$ cat src/rtl/fb_pkg.sv
// fb_pkg: shared types and sizes for the subband frame serializer
package fb_pkg;
  localparam int NUM_BANDS = 16;
  localparam int DATA_W = 29;
  localparam int BAND_IDX_W = $clog2(NUM_BANDS);
  typedef logic signed [DATA_W-1:0] sample_t;
  typedef sample_t [NUM_BANDS-1:0] band_vec_t;
  typedef enum logic [1:0] {EMPTY, FULL, ACTIVE} bank_state_t;
  typedef enum logic {IDLE, STREAM} ser_state_t;
endpackage

$ cat src/rtl/subband_frame_bank.sv
// subband_frame_bank: one frame of band samples with load enable and indexed read
module subband_frame_bank
  import fb_pkg::*;
(
  input  logic                        clk_en,
  input  logic                        load,
  input  logic [NUM_BANDS*DATA_W-1:0] din,
  input  logic [BAND_IDX_W-1:0]       rd_idx,
  output logic [DATA_W-1:0]           rd_data
);
  band_vec_t mem_q;
  // Latch the whole parallel frame when this bank is chosen for capture
  always_ff @(posedge clk_en)
    if (load) mem_q <= din;
  assign rd_data = mem_q[rd_idx];
endmodule

$ cat src/rtl/subband_frame_serializer.sv
// subband_frame_serializer: ping-pong frame capture streamed one band per beat
module subband_frame_serializer
  import fb_pkg::*;
#(
  parameter int CNT_W = 16
) (
  input  logic                        clk_en,
  input  logic                        reset,
  input  logic [NUM_BANDS*DATA_W-1:0] band_in,
  input  logic                        band_strobe,
  output logic                        out_valid,
  input  logic                        out_ready,
  output logic [DATA_W-1:0]           out_data,
  output logic [BAND_IDX_W-1:0]       out_band,
  output logic                        out_last,
  output logic                        overrun,
  output logic [CNT_W-1:0]            frame_count,
  output logic [CNT_W-1:0]            drop_count
);
  ser_state_t state_q, state_d;
  bank_state_t bank_q [2];
  bank_state_t bank_d [2];
  bank_state_t eff [2];
  logic act_q, act_d, valid_q, valid_d, last_q, last_d, ovr_q, ovr_d;
  logic [BAND_IDX_W-1:0] band_q, band_d, rd_idx;
  logic [DATA_W-1:0] data_q, data_d;
  logic [DATA_W-1:0] rd_data [2];
  logic [CNT_W-1:0] fc_q, fc_d, dc_q, dc_d;
  logic xfer, fin, cap_ok, cap_sel, go, nb;
  logic [1:0] load;

  for (genvar i = 0; i < 2; i++) begin : g_bank
    subband_frame_bank u_bank (
      .clk_en (clk_en),
      .load   (load[i]),
      .din    (band_in),
      .rd_idx (rd_idx),
      .rd_data(rd_data[i])
    );
  end

  // Bank bookkeeping, capture/drop decision and beat sequencing; a bank freed
  // by the final beat is already seen as EMPTY by a capture on the same edge
  always_comb begin
    xfer = valid_q & out_ready;
    fin = xfer & last_q;
    eff[0] = (fin && !act_q) ? EMPTY : bank_q[0];
    eff[1] = (fin && act_q) ? EMPTY : bank_q[1];
    cap_sel = eff[0] != EMPTY;
    cap_ok = band_strobe && (eff[0] == EMPTY || eff[1] == EMPTY);
    load = {cap_ok & cap_sel, cap_ok & ~cap_sel};
    nb = (state_q == IDLE) ? bank_q[0] != FULL : !act_q;
    go = (state_q == IDLE) ? (bank_q[0] == FULL || bank_q[1] == FULL)
                           : (fin && bank_q[!act_q] == FULL);
    rd_idx = go ? '0 : band_q + 1'b1;
    bank_d = eff;
    if (load[0]) bank_d[0] = FULL;
    if (load[1]) bank_d[1] = FULL;
    if (go) bank_d[nb] = ACTIVE;
    state_d = go ? STREAM : fin ? IDLE : state_q;
    act_d = go ? nb : act_q;
    valid_d = go | (valid_q & ~fin);
    band_d = go ? '0 : xfer ? band_q + 1'b1 : band_q;
    data_d = (go | (xfer & ~fin)) ? rd_data[go ? nb : act_q] : data_q;
    last_d = go ? 1'b0 : xfer ? band_q == BAND_IDX_W'(NUM_BANDS - 2) : last_q;
    fc_d = fc_q + CNT_W'(fin);
    dc_d = (band_strobe && !cap_ok && !(&dc_q)) ? dc_q + 1'b1 : dc_q;
    ovr_d = ovr_q | (band_strobe & ~cap_ok);
  end

  // State registers; reset discards any in-flight or pending frame
  always_ff @(posedge clk_en) begin
    if (reset) begin
      state_q <= IDLE;
      bank_q <= '{EMPTY, EMPTY};
      act_q <= 1'b0;
      valid_q <= 1'b0;
      band_q <= '0;
      data_q <= '0;
      last_q <= 1'b0;
      ovr_q <= 1'b0;
      fc_q <= '0;
      dc_q <= '0;
    end else begin
      state_q <= state_d;
      bank_q <= bank_d;
      act_q <= act_d;
      valid_q <= valid_d;
      band_q <= band_d;
      data_q <= data_d;
      last_q <= last_d;
      ovr_q <= ovr_d;
      fc_q <= fc_d;
      dc_q <= dc_d;
    end
  end

  assign out_valid = valid_q;
  assign out_data = data_q;
  assign out_band = band_q;
  assign out_last = last_q;
  assign overrun = ovr_q;
  assign frame_count = fc_q;
  assign drop_count = dc_q;
endmodule
$ cat config.mk
export PLATFORM = sky130hd
export DESIGN_NAME = subband_frame_serializer
export DESIGN_NICKNAME = d
export VERILOG_FILES = /design/src/rtl/fb_pkg.sv /design/src/rtl/subband_frame_bank.sv /design/src/rtl/subband_frame_serializer.sv
export SDC_FILE = /design/constraint.sdc
export NUM_CORES = 1
export LEC_CHECK = 0
export BUFFER_PORTS_ARGS = -buffer_cell sky130_fd_sc_hd__buf_2
export CAP_MARGIN = 20
export CORE_UTILIZATION = 33
export DETAILED_ROUTE_END_ITERATION = 10
export PLACE_DENSITY = 0.48
export SYNTH_ARGS = -nofsm -noshare
export SYNTH_HDL_FRONTEND = slang
export SYNTH_SLANG_ARGS = --single-unit
$ cat constraint.sdc
create_clock -name clk_en -period 95.3 [get_ports clk_en]
set_input_delay 14.295 -clock clk_en [delete_from_list [all_inputs] [get_ports clk_en]]
set_output_delay 14.295 -clock clk_en [all_outputs]
set_load 0.01 [all_outputs]
==> run_results.csv <==
group,metric,value,unit
run_status,status,"finished clean",
pwr,vdd_drop_max,0.0176,mV
sta,post-route-period-util,18.4,%
sta,worst_slew_pin_slew,1.15,ns
pwr,power_density,23.7,nW/um2
finish,fill_cells,10800,
die,num_rows,125,
sta,setup_violations,0,
clock_tree,cts_tree,"built",
hold_path,hp-class,"reg2reg",
clock_tree,cts_resized,0,
sta,fin_crit,17.54,ns
sta,max-slew-margin-rel,22.8,%
synthesis,synth_top_cell_area_share,71.7,%
placed_design,finalWeightedCongestion,0.888,
grt,gr-usage-met3,7.60,%
finish,layout_commonest_cell,"edfxtp_1",
detailed_routing,wl_per_cell,29.7,um
die,dieArea,119000,um2
grt,grt_pass1_vias,25300,
sta,drv_slew,0,
synthesis,synth_seq_area_share,75.5,%
sta,rsz0062_at_grt,"false",
sta,finalHoldViolations,0,
sta,fmax,57.0,MHz
critical_path,crit_path_end_kind,"flip-flop",
synthesis,synthDistinctLibCells,75,
synthesis,synth.avg_cell_area,15.4,um2
placed_design,placed_area,43400,um2
clock_tree,cts-hold-fix-buffers,0,
synthesis,synth_nets,3004,
synthesis,synthFlopType,"edfxtp_1",
clock_tree,cts_sinks,1002,
finish,utilization,40.3,%
clock_tree,cts_made_buffers,108,
critical_path,regToRegSetupSlack,90.71,ns
detailed_routing,vias,25400,
grt,met1_usage,28.7,%
critical_path,path_class,"in2reg",
grt,grtUsageTotal,22.9,%
detailed_routing,routed_via_density,5.41,
die,fp.coreArea,117000,um2
critical_path,start_kind,"primary input",
synthesis,syn-instance-count,2531,
die,boundaryPins,536,
finish,area_growth,21.0,%
sta,skew,0.0304,ns
synthesis,async_reset_ff_share,0,%
detailed_routing,dr.pass1.iters,6,
synthesis,ys_ff_latch,1002,
critical_path,crit_fanout,78,
clock_tree,clk_latency,0.69,ns
grt,met2_usage,37.1,%
grt,antenna_found_initial,92,
clock_tree,htreeDepth,3,
finish,fin_nets,3538,
clock_tree,clk_pin_slew_worst_paths,0.06,ns
grt,overflow,0,
detailed_routing,drc_errors,0,
pwr,leakage,16.3,nW
die,start_util,33.4,%
clock_tree,cts.path.max_buffers,3,
grt,busiest_layer,"met2",
placed_design,hpwlAfterDp,97100,um
die,chipWidth,345,um
grt,grt_max_degree,168,
placed_design,port_buffers,535,
detailed_routing,drtIter0Drc,2772,
synthesis,synth_edf_count,928,
synthesis,ys_warn_count,0,
critical_path,required,95.59,ns
finish,layout-drive-gt1-share,26.2,%
die,die_h,345,um
synthesis,netlist_area,38900,um2
synthesis,synth.area.top_cells,"edfxtp_1 (72%), dfxtp_1 (3.8%), mux2i_1 (3.8%), nand2_1 (2.5%), o22ai_1 (1.6%)",
clock_tree,cts_root_buf,"clkbuf_16",
grt,grt_pass1_wl,193000,um
finish,fin_area,47000,um2
synthesis,yosysTopAreaCell,"edfxtp_1",
detailed_routing,wl,140000,um
detailed_routing,ant_nets,0,
critical_path,cp.arrival,17.83,ns
sta,whs,0.471,ns
finish,layout_common_cells,"edfxtp_1 (928), buf_2 (535), nand2_1 (260)",
clock_tree,cts_setup_buffers,0,
sta,finalSetupTns,0,ns
run,maxCapViolations,0,
[cell families (layout without fill, tap and decap cells)]
group / after synthesis / in the layout / synth area share (%)
DFF: 1002 / 1002 / 75.5
AOI/OAI and AO/OA: 574 / 574 / 10.5
and+or+nand+nor: 563 / 563 / 6.42
muxes: 180 / 180 / 4.77
buffers and inverters: 174 / 798 / 1.91
xor gates and xnor gates: 33 / 33 / 0.744
adders and majority gates: 5 / 5 / 0.161
other: 0 / 24 / 0
[path summary, 6_finish.rpt]
| path | start | end | cells past startpoint |
|---|---|---|---|
| hold reg to reg | out_data[2]$_SDFFE_PP0P_ | out_data[2]$_SDFFE_PP0P_ | 2 |
| setup / recovery | out_ready | g_bank[1].u_bank.mem_q[276]$_DFFE_PP_ | 7 |
| setup reg to reg | out_band[0]$_SDFFE_PP0N_ | out_data[25]$_SDFFE_PP0P_ | 9 |
| hold / removal | out_data[2]$_SDFFE_PP0P_ | out_data[2]$_SDFFE_PP0P_ | 2 |
[sequential cells by signal, indices dropped and copies added (netlist names)]
name,flops
out_valid,1
out_data,29
out_band,4
overrun,1
act_q,1
drop_count,16
bank_q,4
g_bank.u_bank.mem_q,928
frame_count,16
out_last,1
state_q,1
[worst max-delay path, cell delays in order]
cell and delay, ns:
buf_2 0.12, nand3_1 0.18, inv_1 0.15, or3_1 0.38, a21oi_4 0.71, buf_4 0.88, buf_4 0.97
[metrics by stage]
step | total power, mW | worst slack [ns] | std cells
2_1_floorplan | 0.678 | 45.61 | 2531
3_3_place_gp | 0.698 | 77.21 | 4479
3_5_place_dp | 0.701 | 77.07 | 4479
4_1_cts | 1.12 | 77.82 | 4679
5_1_grt | 1.15 | 77.55 | 4691
6_report | 1.11 | 77.76 | 4703
[area by class of cell]
| cell class | instances | area [um2] | area share [%] |
|---|---|---|---|
| Sequential cell | 1002 | 29400 | 62.4 |
| Antenna cell | 24 | 60.1 | 0.128 |
| Clock inverter | 54 | 513 | 1.09 |
| Timing Repair Buffer | 586 | 3110 | 6.62 |
| Clock buffer | 146 | 3050 | 6.49 |
| Tap cell | 1524 | 1910 | 4.06 |
| Inverter | 12 | 47.5 | 0.101 |
| Multi-Input combinational cell | 1355 | 8960 | 19.1 |
[per-layer routing]
layer	vias up	share of wire [%]
met1	12800	40
met4	82	2.8
li1	11100	-
met3	298	9.9
met5	-	0.38
met2	1170	47
[where the power goes]
part	internal (mW)	switching (mW)	total, mW
registers	0.528	0.0127	0.540
logic	0.0437	0.108	0.151
clock network	0.248	0.173	0.421
total	0.819	0.293	1.11
[cells in the mapped netlist (32+ instances only)]
cell type	count
nor3_1	39
buf_2	33
nand2_1	261
mux2i_1	148
o41ai_1	33
nor2_1	114
o22ai_1	98
a21oi_1	102
clkbuf_1	104
edfxtp_1	928
o211ai_1	32
nand3_1	73
o21ai_0	75
dfxtp_1	74
o221ai_1	50
Power figures use the tool's default switching activity.
